==> src/rtl/seven_seg_pkg.sv <==
// Shared definitions for the seven-segment display blocks: digit count,
// blanked-segment code, scan states and the hex glyph table.
package seven_seg_pkg;

    localparam int NUM_DIGITS = 4;
    localparam logic [6:0] SEG_OFF = 7'h7F;

    typedef enum logic [1:0] {
        IDLE,
        BLANK,
        DRIVE
    } scan_state_t;

    typedef struct packed {
        logic [4*NUM_DIGITS-1:0] value;
        logic [NUM_DIGITS-1:0]   dp;
    } disp_word_t;

    // Active-low {g,f,e,d,c,b,a}; entry 15 first so HEX_SEG[n] is glyph n.
    localparam logic [15:0][6:0] HEX_SEG = {
        7'h0E, 7'h06, 7'h21, 7'h46, 7'h03, 7'h08, 7'h10, 7'h00,
        7'h78, 7'h02, 7'h12, 7'h19, 7'h30, 7'h24, 7'h79, 7'h40
    };

endpackage

==> src/rtl/seg_hex_decoder.sv <==
// Combinational hex nibble to active-low seven-segment glyph.
module seg_hex_decoder
    import seven_seg_pkg::*;
(
    input  logic [3:0] nibble,
    output logic [6:0] seg
);

    assign seg = HEX_SEG[nibble];

endmodule

==> src/rtl/seven_seg_display_ctrl.sv <==
// Single-clock 4-digit multiplexed display scanner with dead time,
// leading-zero blanking and a frame-aligned value-update handshake.
module seven_seg_display_ctrl
    import seven_seg_pkg::*;
#(
    parameter int SCAN_DIV     = 100000,
    parameter int BLANK_CYCLES = 1000
) (
    input  logic        clock,
    input  logic        reset,
    input  logic        enable,
    input  logic [15:0] value,
    input  logic [3:0]  dp_in,
    input  logic        value_valid,
    output logic        value_ready,
    input  logic        blank_lz,
    output logic [3:0]  anode,
    output logic [6:0]  seg,
    output logic        dp,
    output logic        frame_tick
);

    localparam int CW = $clog2(SCAN_DIV);
    localparam logic [CW-1:0] CNT_LAST  = CW'(SCAN_DIV - 1);
    localparam logic [CW:0]   BLANK_END = (CW + 1)'(BLANK_CYCLES);
    localparam logic [1:0]    IDX_LAST  = 2'(NUM_DIGITS - 1);

    scan_state_t   state;
    logic [CW-1:0] cnt;
    logic [CW-1:0] cnt_next;
    logic [1:0]    idx;
    disp_word_t    disp;
    disp_word_t    pend;
    logic          frame_end;
    logic          drive;

    logic [NUM_DIGITS-1:0][6:0] dig_seg;
    logic [NUM_DIGITS-1:0]      lz;

    // One decoder per digit; a digit above 0 is blanked when it and every
    // more significant nibble are zero.
    genvar k;
    generate
        for (k = 0; k < NUM_DIGITS; k++) begin : g_digit
            seg_hex_decoder u_dec (
                .nibble (disp.value[4*k +: 4]),
                .seg    (dig_seg[k])
            );
            if (k == 0) begin : g_d0
                assign lz[k] = 1'b0;
            end else begin : g_dn
                assign lz[k] = blank_lz && (disp.value[4*NUM_DIGITS-1:4*k] == '0);
            end
        end
    endgenerate

    always_comb begin
        cnt_next = cnt + CW'(1);
        if (state == IDLE || cnt == CNT_LAST)
            cnt_next = '0;
    end

    assign frame_end = enable && (state != IDLE) && (cnt == CNT_LAST) && (idx == IDX_LAST);
    // Gating on the live enable darkens the pins on the same edge that sees it drop.
    assign drive = enable && (state == DRIVE);

    always_ff @(posedge clock or negedge reset) begin
        if (!reset) begin
            state       <= IDLE;
            cnt         <= '0;
            idx         <= '0;
            disp        <= '0;
            pend        <= '0;
            value_ready <= 1'b1;
            anode       <= '1;
            seg         <= SEG_OFF;
            dp          <= 1'b1;
            frame_tick  <= 1'b0;
        end else begin
            if (!enable) begin
                state <= IDLE;
                cnt   <= '0;
                idx   <= '0;
            end else begin
                cnt   <= cnt_next;
                state <= ({1'b0, cnt_next} < BLANK_END) ? BLANK : DRIVE;
                if (state != IDLE && cnt == CNT_LAST)
                    idx <= idx + 2'd1;
            end

            frame_tick <= frame_end;

            // value_ready low means pend holds an uncommitted word.
            if (!value_ready && (state == IDLE || frame_end)) begin
                disp        <= pend;
                value_ready <= 1'b1;
            end else if (value_valid && value_ready) begin
                pend        <= {value, dp_in};
                value_ready <= 1'b0;
            end

            anode <= drive ? ~(4'b0001 << idx) : 4'hF;
            seg   <= (drive && !lz[idx]) ? dig_seg[idx] : SEG_OFF;
            dp    <= drive ? ~disp.dp[idx] : 1'b1;
        end
    end

endmodule
==> config.mk <==
export PLATFORM = sky130hd
export DESIGN_NAME = seven_seg_display_ctrl
export DESIGN_NICKNAME = d
export VERILOG_FILES = /design/src/rtl/seven_seg_pkg.sv /design/src/rtl/seg_hex_decoder.sv /design/src/rtl/seven_seg_display_ctrl.sv
export SDC_FILE = /design/constraint.sdc
export NUM_CORES = 1
export LEC_CHECK = 0
export CAP_MARGIN = 15
export CORE_AREA = 3 3 91 93
export DETAILED_ROUTE_END_ITERATION = 12
export DIE_AREA = 0 0 94 96
export PLACE_DENSITY = 0.85
export SYNTH_ARGS = -nofsm -noshare
export SYNTH_HDL_FRONTEND = slang
export SYNTH_SLANG_ARGS = --single-unit
==> constraint.sdc <==
create_clock -name clock -period 3.45 [get_ports clock]
set_clock_uncertainty 0.15 [all_clocks]
set_input_delay 0.5175 -clock clock [delete_from_list [all_inputs] [get_ports clock]]
set_output_delay 0.5175 -clock clock [all_outputs]
set_load 0.02 [all_outputs]
# == Word-level counts from Yosys, hierarchy flattened ==
# Memory sizes are Yosys's and may differ from the RTL's.
# Index checks and enable logic that the tools add are counted.
# totals
register_bits,75
romBits,448
out_inout_bits,14
wordCells,75
memories,4
# memory_table
name,depth,word_bits,read_ports,rd_ports_with_merged_regs,wr,line,text
(no name shown),16,7,1,0,0,seg_hex_decoder.sv:9,assign seg = HEX_SEG[nibble];
(no name shown),16,7,1,0,0,seg_hex_decoder.sv:9,
(no name shown),16,7,1,0,0,seg_hex_decoder.sv:9,
(no name shown),16,7,1,0,0,seg_hex_decoder.sv:9,
# classes
addsub,2
magnitude_cmp,6
eq_ne,4
shift,1
mux,21
bitwise_logic,3
n_reduce_logical,22
# op_table
op,count
$mux W7,6
$mux W17,2
$lt A4 B5 Y1 const B,4
$add A17 B1 Y17 const B,1
$eq A17 B17 Y1 const B,1
$lt A17 B10 Y1 const B,1
$bmux W7 S2,1
$logic_not A12 Y1,1
$logic_and A1 B1 Y1,11
$logic_not A8 Y1,1
$mux W2,4
$mux W1,5
$bmux W1 S2,2
$eq A2 B2 Y1 const B,2
$logic_not A4 Y1,1
$mux W4,1
$not A4 Y4,1
$reduce_bool A2 Y1,2
$shl A1 B2 Y4 const A,1
$lt A2 B3 Y1 const B,1
$add A2 B1 Y2 const B,1
$logic_not A1 Y1,2
$logic_not A2 Y1,1
$logic_or A1 B1 Y1,2
other kinds (3),4

# == Logic depth before layout (Yosys ltp) ==
# Gate-level depths: netlist of run 1.
# depth
depth_word,8
mapped_depth,8
mapped_depth_nobuf,7

# == Cells and area by module ==
# From an unflattened synthesis of run 1, not the netlist that was laid out.
# hier_totals
hier_cells,398
area_unflattened_um2,4664.5
# modules_own_cells
module,instances,cells_per_inst,area_per_inst_um2
seven_seg_display_ctrl,1,270,3563.4
seg_hex_decoder,4,32,275.3

# == Worst setup path before layout of run 1 ==
# Ideal clock, no wire load.
# synth_timing
kind,register -> register
startpoint,register cnt[0]
endpoint,register disp[0] in the netlist's numbering
setup_time_ns,0.125
arrival_time_ns,1.863
required_ns,3.175
slack_ns,1.312
path_stages_with_launch,9
n_path_buf,2
path_cell_list,dfrtp_1 ha_1 buf_2 nand4_4 nor4_4 a41oi_1 nor2_2 buf_6 mux2_4
# synth_via
elab_chain_cells,5
# synth_rtl
item,line,text
start: declaration,seven_seg_display_ctrl.sv:29,logic [CW-1:0] cnt;
start signal: assignment,seven_seg_display_ctrl.sv:85,cnt <= cnt_next;
$eq A17 B17 Y1,seven_seg_display_ctrl.sv:63,assign frame_end = enable && (state != IDLE) && (cnt == CNT_LAST) && (idx == IDX_LAST);
$logic_and A1 B1 Y1 (2 in series),seven_seg_display_ctrl.sv:63,
$logic_or A1 B1 Y1,seven_seg_display_ctrl.sv:94,if (!value_ready && (state == IDLE || frame_end)) begin
$logic_and A1 B1 Y1,seven_seg_display_ctrl.sv:94,
end signal: assignment,seven_seg_display_ctrl.sv:95,disp <= pend;
end: declaration,seven_seg_display_ctrl.sv:32,disp_word_t disp;
# No other way between the ends.
# A chain may end at the register's enable or synchronous reset.

# == Worst setup path in the final report of run 1 ==
# layout_timing
startpoint,register cnt[0]
endpoint,register disp[3] in the netlist's numbering
# The elaborated chain is that of the path after synthesis.

==> summary.txt, run 1 <==
Run status
  – Status: complete, no violations

Synth
  – Yosys reg bits: 75
  – Cell Area, Synth: 4480 um2
  – Synth top area share: 0.346
  – Syn Area/Cell: 11.2 um2
  – Mapped Cells: 402
  – Post-synth EDFFs: 0
  – Yosys warning count: 0
  – Syn_nets: between 400 and 500
  – Synth area leader: dfrtp_1
  – Post-synthesis sequential area ratio: 0.422
  – Synth Flop Type: dfrtp_1
  – Fraction of registers with async set/reset: 1.00
  – Top post-synthesis cells by area: dfrtp_1 (35%), ha_1 (8.1%), dfstp_2 (7.6%)
  – Post-synthesis cell type count: between 50 and 60

Worst setup path
  – Worst EP required: 3540 ps
  – CP Class: reg -> reg
  – CP Launch Type: flip-flop
  – Crit-path max cell delay: 420 ps
  – Buf/Inv on CP: 1
  – CP arrival: ~2600 ps
  – CP Max Fanout: 13
  – Top delay family on crit path: simple AND/OR/NAND/NOR gates
  – Setup crit end kind: flip-flop
  – Cells along the critical path: ha_1 > nand4_4 > nor4_4 > a41oi_1 > nor2_2 > buf_4 > mux2_4
  – Critical path's slowest cell: dfrtp_1

Finish
  – Share of layout cells above drive strength 1: 0.206
  – Design area: a little over 5000 um2
  – Area grow syn2layout: 13.8%
  – Nets: 482
  – Utilization after layout: 0.671
  – Highest-count cells in the layout ignoring fill and taps: dfrtp_1 (62), clkdlybuf4s50_1 (37), nor2_1 (31)
  – Ant diodes: 0
  – Commonest non-fill, non-tap cell in the layout: dfrtp_1

STA
  – Setup WS post-layout: 987 ps
  – Final Critical Period: 2460 ps
  – Fmax achieved: 0.406 GHz
  – Slew at the pin with the worst max-slew slack: 917 ps
  – Setup_tns: 0 ps
  – RSZ-0062 raised after global routing: false
  – Slew Viols, Final: 0
  – Final Cycle Share: 0.714
  – Setup violators final: 0
  – Final hold violation count: 0
  – Relative max-transition margin: 0.387

Placed design
  – Port buffer count: 38
  – Post-DP HPWL: about 6300 um
  – Placed cell areas: 4900 um2
  – Setup Slack @ Placement: 1020 ps
  – Final RePlAce weighted congestion: 0.902

GRT
  – GR Overflow Total: 0
  – First-pass GRT wire length: between 10000 and 15000 um
  – Initial antenna violation count: 0
  – Total Routing Usage GR: 0.213
  – Via count of the first global-routing pass: approximately 3000
  – Largest net degree at the start of global routing: 42

Die
  – Ports: 39
  – Die Ht: 96 um
  – Die Wd: between 90 and 100 um
  – Initial core utilization: 0.589
  – Core region area: 7610 um2
  – # rows: 32
  – Die area: 9020 um2

Flow run
  – Max Cap Viol: 0

Pwr
  – Pleak: about 0.0022 uW
  – Post-layout total power: roughly 3300 uW
  – VDD IR max: 315 uV
  – P per Cell Area: 652 nW/um2

CTS
  – CTS tree: yes
  – Post-CTS sizing: 0
  – Post-CTS setup buffers: 0
  – Clk_lat worst skew: roughly 360 ps
  – H-tree Lvls: 3
  – CTS Sinks: 75
  – Worst-path clk slew: 80 ps
  – CTS Buffer Depth: 2
  – CTS root buf: clkbuf_8
  – Hold_buf cts: 0
  – TritonCTS Buffers: 9

Routing
  – Drt initial violations: between 200 and 250
  – DR vias/cell: 5.84
  – Post-DRT Antenna Nets: 0
  – Vias post-DR: 3124
  – Drt first pass iters: 5
  – WL/cell: 16.4 um
  – Residual DRC: 0
  – Detailed Route WL: 8760 um

Hold path
  – Hold WC Path Type: in -> async
[registers in the layout, indices dropped and copies added, names as in the netlist]
| name | cells |
|---|---|
| cnt | 17 |
| seg | 7 |
| pend | 20 |
| disp | 20 |
| state | 2 |
| dp | 1 |
| anode | 4 |
| idx | 2 |
| frame_tick | 1 |
| value_ready | 1 |
[routing by layer]
metal,vias up,global-route usage,share of wire
li1,1501,-,-
met3,21,0.0305,0.044
met2,93,0.354,0.50
met5,-,0,0
met1,1509,0.280,0.43
met4,0,0.0903,0.024
[where the power goes]
group	internal [uW]	leakage [uW]	switching, uW
sequential	1070	0.000909	346
clock	353	0.0000987	328
combinational	711	0.00116	519
total	2130	0.00217	1190
[final cells by class]
type	count	area, um2
inverters	15	56.3
clock inverters	6	63.8
flip-flops and latches	75	1890
multi-input cells	286	2410
fillers	588	2510
well taps	102	128
repair buffers	41	410
clock buffers	10	138
[synth_stat cells, types with 9 or more instances]
master    instances
a21oi_1          10
clkbuf_1         16
dfrtp_1          62
dfstp_2          13
ha_1             29
inv_1            15
mux2_2           21
mux2_4           20
mux2i_1           9
nand2_1          28
nand3_1          10
nor2_1           31
o211ai_1         12
o21ai_0           9
xnor2_1          12
[worst register-to-register path, delay by kind of cell (launching register included)]
family | cells | cell delay, ps
AO/OA/AOI/OAI | 1 | 170
multiplexers | 1 | 340
flip-flops | 1 | 420
AND/OR/NAND/NOR | 3 | 610
adder cells (fa/ha/maj) | 1 | 390
buffers and inverters | 1 | 280
[logic make-up after synthesis]
logic type	Yosys count	share of synthesized area
AOI/OAI and AO/OA	64	0.102
xor gates and xnor gates	18	0.0352
adders and majority gates	29	0.0809
buffers and inverters	41	0.0399
DFF	75	0.422
muxes	57	0.175
and+or+nand+nor	118	0.145
[stage by stage]
stage          std cells  hold WS (ps)
3_5_place_dp         519           342
3_3_place_gp         519           331
2_1_floorplan        402          71.9
4_1_cts              535           109
6_report             535          84.5
5_1_grt              535           160
[worst paths after layout]
| path | start | to | slack (ps) | cells after the start |
|---|---|---|---|---|
| worst min register to register | pend[15]$_DFFE_PN0P_ | disp[15]$_DFFE_PN0P_ | 360 | 1 |
| max in group asynchronous | reset | value_ready$_DFFE_PN1P_ | 2350 | 2 |
| worst min-delay path | reset | pend[14]$_DFFE_PN0P_ | 80 | 1 |
| worst max-delay path | cnt[0]$_DFF_PN0_ | disp[3]$_DFFE_PN0P_ | 990 | 7 |
| min in group clock | pend[15]$_DFFE_PN0P_ | disp[15]$_DFFE_PN0P_ | 360 | 1 |
| worst max register to register | cnt[0]$_DFF_PN0_ | disp[3]$_DFFE_PN0P_ | 990 | 7 |
(Power assumes the default switching activity.)
==> inputs of run 2 (changes only) <==
--- a/config.mk
+++ b/config.mk
@@ -6,10 +6,10 @@
 export NUM_CORES = 1
 export LEC_CHECK = 0
 export CAP_MARGIN = 15
-export CORE_AREA = 3 3 91 93
+export CORE_AREA = 3 3 96 98
 export DETAILED_ROUTE_END_ITERATION = 12
-export DIE_AREA = 0 0 94 96
-export PLACE_DENSITY = 0.85
+export DIE_AREA = 0 0 99 101
+export PLACE_DENSITY = 0.8
 export SYNTH_ARGS = -nofsm -noshare
 export SYNTH_HDL_FRONTEND = slang
 export SYNTH_SLANG_ARGS = --single-unit
==> constraint.sdc (replaced) <==
create_clock -name clock -period 2.19 [get_ports clock]
set_clock_uncertainty 0.15 [all_clocks]
set_input_delay 0.3285 -clock clock [delete_from_list [all_inputs] [get_ports clock]]
set_output_delay 0.3285 -clock clock [all_outputs]
set_load 0.02 [all_outputs]
==> summary.txt, run 2 (synthesis results as in run 1) <==
Run status
  – Status: complete, no violations

Pwr
  – Post-layout total power: 5560 uW (+67%)
  – Pleak: 0.00240 uW (+11%)
  – P per Cell Area: 1010 nW/um2 (+54%)
  – Clk pwr share: 0.185 (-0.020)
  – Psw: 2040 uW (+71%)
  – Part of the power in registers: 0.361 (-0.064)
  – Switching share of power: 0.367 (+0.00850)
  – Internal: 3520 uW (+65%)
  – VDD IR max: 407 uV (+29%)
  – Combinational share of power: 0.453 (+0.083)

Routing
  – Post-DRT Antenna Nets: 0 (unchanged)
  – Detailed Route WL: 9590 um (+9.5%)
  – DR vias/cell: 5.62 (-3.7%)
  – Residual DRC: 0 (unchanged)
  – Drt initial violations: 107 (-50%)
  – Drt first pass iters: 4 (-1)
  – Vias post-DR: 3294 (+5.4%)
  – WL/cell: 16.4 um (about the same)

CTS
  – Worst-path clk slew: 90 ps (about the same)
  – CTS Buffer Depth: 2 (unchanged)
  – CTS root buf: clkbuf_8
  – CTS Sinks: 75 (unchanged)
  – CTS tree: yes
  – Clk_lat worst skew: 360 ps (about the same)
  – H-tree Lvls: 3 (unchanged)
  – TritonCTS Buffers: 9 (unchanged)

STA
  – Final hold violation count: 0 (unchanged)
  – Setup WS post-layout: 47.0 ps (-940 ps)
  – Hold slack: 349 ps (+264 ps)
  – Fmax achieved: 0.467 GHz (+15%)
  – Setup_tns: 0 ps (unchanged)
  – Slew Viols, Final: 0 (unchanged)
  – Setup violators final: 0 (unchanged)
  – Relative max-transition margin: 0.634 (+0.247)
  – Final Cycle Share: 0.979 (+0.265)
  – Final Critical Period: 2140 ps (-320 ps)
  – Slew at the pin with the worst max-slew slack: 542 ps (-376 ps)
  – RSZ-0062 raised after global routing: true

Worst setup path
  – Critical path origin: disp[8]$_DFFE_PN0P_
  – CP Launch Type: flip-flop
  – Setup crit end kind: flip-flop
  – Setup crit end: seg[3]$_DFF_PN1_
  – CP Max Fanout: 4 (-9)
  – CP Class: reg -> reg
  – Reg2reg end: seg[3]$_DFF_PN1_
  – Worst EP required: 2330 ps (-1210 ps)
  – Worst R2R Start: disp[8]$_DFFE_PN0P_
  – CP arrival: 2280 ps (-280 ps)
  – FF-to-FF path depth: 6 (-1)
  – R2r setup slk: 50 ps (-940 ps)

Die
  – Core region area: 8550 um2 (+12%)
  – Ports: 39 (unchanged)
  – Die Ht: 101 um (+5.2%)
  – # rows: 34 (+6.3%)
  – Initial core utilization: 0.524 (-0.0650)
  – Die area: 10000 um2 (+11%)
  – Die Wd: 99 um (+5.3%)

Placed design
  – Post-DP HPWL: 6730 um (+7.2%)
  – Placed insts: 559 (+7.7%)
  – Port buffer count: 38 (unchanged)
  – Final RePlAce weighted congestion: 0.927 (+2.7%)
  – Setup Slack @ Placement: 13.2 ps (-1000 ps)

Finish
  – Highest-count cells in the layout ignoring fill and taps: dfrtp_1 (60), buf_4 (43), clkdlybuf4s50_1 (37)
  – Ant diodes: 0 (unchanged)
  – Area grow syn2layout: 23.2%
  – Fin cells: 586 (+9.5%)
  – Nets: 527 (+9.3%)
  – Largest regs: disp (20), pend (20), cnt (17)
  – Commonest non-fill, non-tap cell in the layout: dfrtp_1
  – Share of layout cells above drive strength 1: 0.310 (+0.104)

GRT
  – Initial antenna violation count: 0 (unchanged)
  – Total Routing Usage GR: 0.198 (-0.0152)
  – Largest net degree at the start of global routing: 76 (+81%)
  – Via count of the first global-routing pass: 3317 (+8.2%)
  – First-pass GRT wire length: 15700 um (+5.3%)
  – GR Overflow Total: 0 (unchanged)

Flow run
  – Max Cap Viol: 0 (unchanged)

Hold path
  – Hold WC Path Type: in -> async
[run 2: cell count changes in the layout (fill, tap and decap cells not counted), sizes merged]
cell         change
buf             +43
inv              +5
clkinvlp         -2
bufinv           -1
clkinv           -1
dlygate4sd3      +1
[run 2: cell type report]
| cell class | instances | area [um2] |
|---|---|---|
| tap | 108 | 135 |
| clock inverter | 7 | 62.6 |
| clock buffer | 9 | 124 |
| inverter | 15 | 56.3 |
| sequential | 75 | 1900 |
| fill | 646 | 3030 |
| timing repair buffer | 86 | 785 |
| multi-input combinational | 286 | 2460 |
[run 2: worst max-delay path, cell delays in order, from the launching register on]
cell,delay (ps)
dfrtp_1,410
inv_2,80
ha_1,290
inv_1,50
mux4_2,460
mux4_2,490
nand2b_4,150
[run 2: power groups by stage]
stage	logic [uW]	clock network, uW	registers, uW
2_1_floorplan	1770	0	1930
3_3_place_gp	2280	0	2010
3_5_place_dp	2370	0	2030
4_1_cts	2390	1060	2000
5_1_grt	2730	1130	2060
6_report	2520	1030	2010
[run 2: worst min path at each step]
stage | startpoint | to | slack [ps] | depth (start not counted)
after floorplan | reset | cnt[0]$_DFF_PN0_ | -120 | 0
after global placement | reset | pend[6]$_DFFE_PN0P_ | 240 | 2
after detailed placement | reset | disp[6]$_DFFE_PN0P_ | 240 | 2
after CTS | pend[17]$_DFFE_PN0P_ | disp[17]$_DFFE_PN0P_ | 360 | 1
after global routing | pend[17]$_DFFE_PN0P_ | disp[17]$_DFFE_PN0P_ | 370 | 1
final | reset | pend[6]$_DFFE_PN0P_ | 350 | 3
[run 2: what timing repair did]
item / 4_1_cts / 5_1_grt
hold buffers: 1 / 0
pin swaps: 0 / 4
buffers inserted: 0 / 9
endpoints found under the setup margin: 4 / 23
gates resized for setup: 2 / 17
gates cloned: 0 / 1
hold endpoints to repair: 62 / 0
[run 2: stage by stage]
stage | utilization | area (um2)
after floorplan | - | 4480
after global routing | 0.646 | 5520
after detailed placement | 0.605 | 5170
after CTS | 0.629 | 5380
after global placement | 0.605 | 5170
final | 0.646 | 5520
[run 2: layer usage]
metal | wire [um] | track usage
met3 | 312 | 0.0394
met4 | 117 | 0.0620
met2 | 5100 | 0.347
met1 | 4070 | 0.246
met5 | 0 | 0
==> inputs of run 3 (changes only) <==
--- a/config.mk
+++ b/config.mk
@@ -6,9 +6,10 @@
 export NUM_CORES = 1
 export LEC_CHECK = 0
 export CAP_MARGIN = 15
-export CORE_AREA = 3 3 96 98
+export CORE_AREA = 3 3 92 94
 export DETAILED_ROUTE_END_ITERATION = 12
-export DIE_AREA = 0 0 99 101
+export DIE_AREA = 0 0 95 97
+export DONT_BUFFER_PORTS = 1
 export PLACE_DENSITY = 0.8
 export SYNTH_ARGS = -nofsm -noshare
 export SYNTH_HDL_FRONTEND = slang
==> summary.txt, run 3 (synthesis results as in run 1) <==
Run status
  – Status: complete, but fails checks
  – Failing checks: setup timing

Placed design
  – Port buffer count: 0 (-100%)
  – Final RePlAce weighted congestion: 0.877 (-5.4%)
  – Post-DP HPWL: 6670 um (-0.88%)

CTS
  – Worst-path clk slew: 90 ps (about the same)
  – H-tree Lvls: 3 (unchanged)
  – CTS Sinks: 75 (unchanged)
  – CTS root buf: clkbuf_8
  – CTS Buffer Depth: 2 (unchanged)
  – Clk_lat worst skew: 370 ps (about the same)
  – CTS tree: yes
  – TritonCTS Buffers: 9 (unchanged)

Routing
  – Drt initial violations: 217 (+100%)
  – Residual DRC: 0 (unchanged)
  – DR vias/cell: 5.89 (+4.8%)
  – Vias post-DR: 3288 (-0.18%)
  – Detailed Route WL: 10100 um (+5.4%)
  – WL/cell: 18.1 um (+11%)
  – Drt first pass iters: 4 (unchanged)
  – Post-DRT Antenna Nets: 0 (unchanged)

GRT
  – Initial antenna violation count: 0 (unchanged)
  – Total Routing Usage GR: 0.228 (+0.0299)
  – Via count of the first global-routing pass: 3378 (+1.8%)
  – Largest net degree at the start of global routing: 76 (unchanged)
  – First-pass GRT wire length: 16600 um (+5.5%)
  – GR Overflow Total: 0 (unchanged)

STA
  – Final hold violation count: 0 (unchanged)
  – Fmax achieved: 0.453 GHz (-2.9%)
  – Slew Viols, Final: 0 (unchanged)
  – Setup WS post-layout: -18.0 ps (-64.9 ps)
  – Setup_tns: -74.3 ps (-74.3 ps)
  – Relative max-transition margin: 0.666 (+0.0315)
  – Setup violators final: 11 (+11)
  – RSZ-0062 raised after global routing: true
  – Slew at the pin with the worst max-slew slack: 495 ps (-46.7 ps)
  – Final Cycle Share: 1.01 (+0.0296)
  – Final Critical Period: 2210 ps (+64.9 ps)

Die
  – Die Ht: 97 um (-4.0%)
  – Ports: 39 (unchanged)
  – Initial core utilization: 0.580 (+0.0559)
  – Core region area: 7730 um2 (-9.6%)
  – Die Wd: 95 um (-4.0%)
  – # rows: 32 (-5.9%)
  – Die area: 9220 um2 (-7.8%)

Finish
  – Largest regs: disp (20), pend (20), cnt (17)
  – Area grow syn2layout: 18.8%
  – Register area: 1900 um2 (+0.26%)
  – Utilization after layout: 0.689 (+0.0434)
  – Fill count: 526 (-19%)
  – Multi-input gate area: 2450 um2 (-0.76%)
  – Ant diodes: 0 (unchanged)
  – Commonest non-fill, non-tap cell in the layout: dfrtp_1
  – Share of layout cells above drive strength 1: 0.307 (-0.00261)
  – Nets: 505 (-4.2%)
  – Highest-count cells in the layout ignoring fill and taps: dfrtp_1 (56), buf_4 (38), nor2_1 (31)

Worst setup path
  – CP arrival: 2310 ps (+30 ps)
  – Buf/Inv on CP: 1 (-1)
  – CP Max Fanout: 6 (+2)
  – Crit-path max cell delay: 450 ps (-40 ps)
  – Cells along the critical path: nand4b_1 > nor4_4 > a41oi_2 > nor2_4 > clkbuf_16 > mux2_4
  – FF-to-FF path depth: 6 (unchanged)
  – CP Class: reg -> reg
  – Reg2reg end: disp[6]$_DFFE_PN0P_
  – Worst R2R Start: cnt[6]$_DFF_PN0_
  – Top delay family on crit path: simple AND/OR/NAND/NOR gates
  – Critical path's slowest cell: dfrtp_2
  – CP Launch Type: flip-flop
  – R2r setup slk: -20 ps (-60 ps)
  – Setup crit end kind: flip-flop
  – Worst EP required: 2290 ps (-40 ps)

Pwr
  – P per Cell Area: 1060 nW/um2 (+5.4%)
  – VDD IR max: 486 uV (+19%)
  – Pleak: 0.00231 uW (-4.1%)

Hold path
  – Worst hold path endpoint: frame_tick$_DFF_PN0_
  – HP Start: enable
  – Hold WC Path Type: in -> reg
  – Cells on Worst Hold Path: 1

Flow run
  – Max Cap Viol: 0 (unchanged)
## run 3: worst max path at each step
stage / end / from / cells after the start / slack [ps]
floorplan: disp[0]$_DFFE_PN0P_ / cnt[0]$_DFF_PN0_ / 8 / 50
global placement: disp[4]$_DFFE_PN0P_ / cnt[12]$_DFF_PN0_ / 6 / 60
finish: disp[6]$_DFFE_PN0P_ / cnt[6]$_DFF_PN0_ / 6 / -20
global route: disp[16]$_DFFE_PN0P_ / cnt[6]$_DFF_PN0_ / 6 / -100
CTS: disp[19]$_DFFE_PN0P_ / cnt[1]$_DFF_PN0_ / 7 / -10
detailed placement: disp[0]$_DFFE_PN0P_ / cnt[1]$_DFF_PN0_ / 7 / -10
## run 3: where the power goes
part	switching, uW	total [uW]	internal (uW)
sequential	356	2050	1690
combinational	1110	2480	1370
clock	578	1120	545
## run 3: timing repair
action	CTS	global route
gates cloned	0	1
hold buffers	21	2
endpoints found under the setup margin	13	23
buffers inserted	0	9
endpoints found under the hold margin	99	75
pin swaps	0	3
gates resized for setup	3	17
## run 3: metal layers
| layer | routed length [um] | vias to the layer above | global-route usage |
|---|---|---|---|
| li1 | - | 1541 | - |
| met1 | 4210 | 1661 | 0.289 |
| met2 | 5320 | 71 | 0.383 |
| met3 | 424 | 15 | 0.0521 |
| met4 | 162 | 0 | 0.0677 |
| met5 | 0 | - | 0 |
## run 3: per-stage QoR
| stage | worst slack, ps | hold WS, ps | power [uW] | instances | cell area (um2) |
|---|---|---|---|---|---|
| finish | -18.0 | 43.7 | 5650 | 558 | 5330 |
| global route | -96.8 | 32.0 | 6050 | 558 | 5330 |
| CTS | -11.2 | -514 | 5480 | 546 | 5140 |
| detailed placement | -10.8 | -114 | 4300 | 509 | 4720 |
| global placement | 55.7 | -114 | 4210 | 509 | 4720 |
| floorplan | 51.5 | -117 | 3700 | 402 | 4480 |
## run 3: area by class of cell
class,instances,area share
multi-input cells,286,0.459
well taps,102,0.0240
flip-flops and latches,75,0.357
clock inverters,7,0.0157
clock buffers,9,0.0233
repair buffers,64,0.110
inverters,15,0.0106
## run 3: worst reg2reg max path: stages, from the launching register on
cell       delay, ps
dfrtp_2          450
nand4b_1         250
nor4_4           310
a41oi_2          200
nor2_4           220
clkbuf_16        190
mux2_4           300
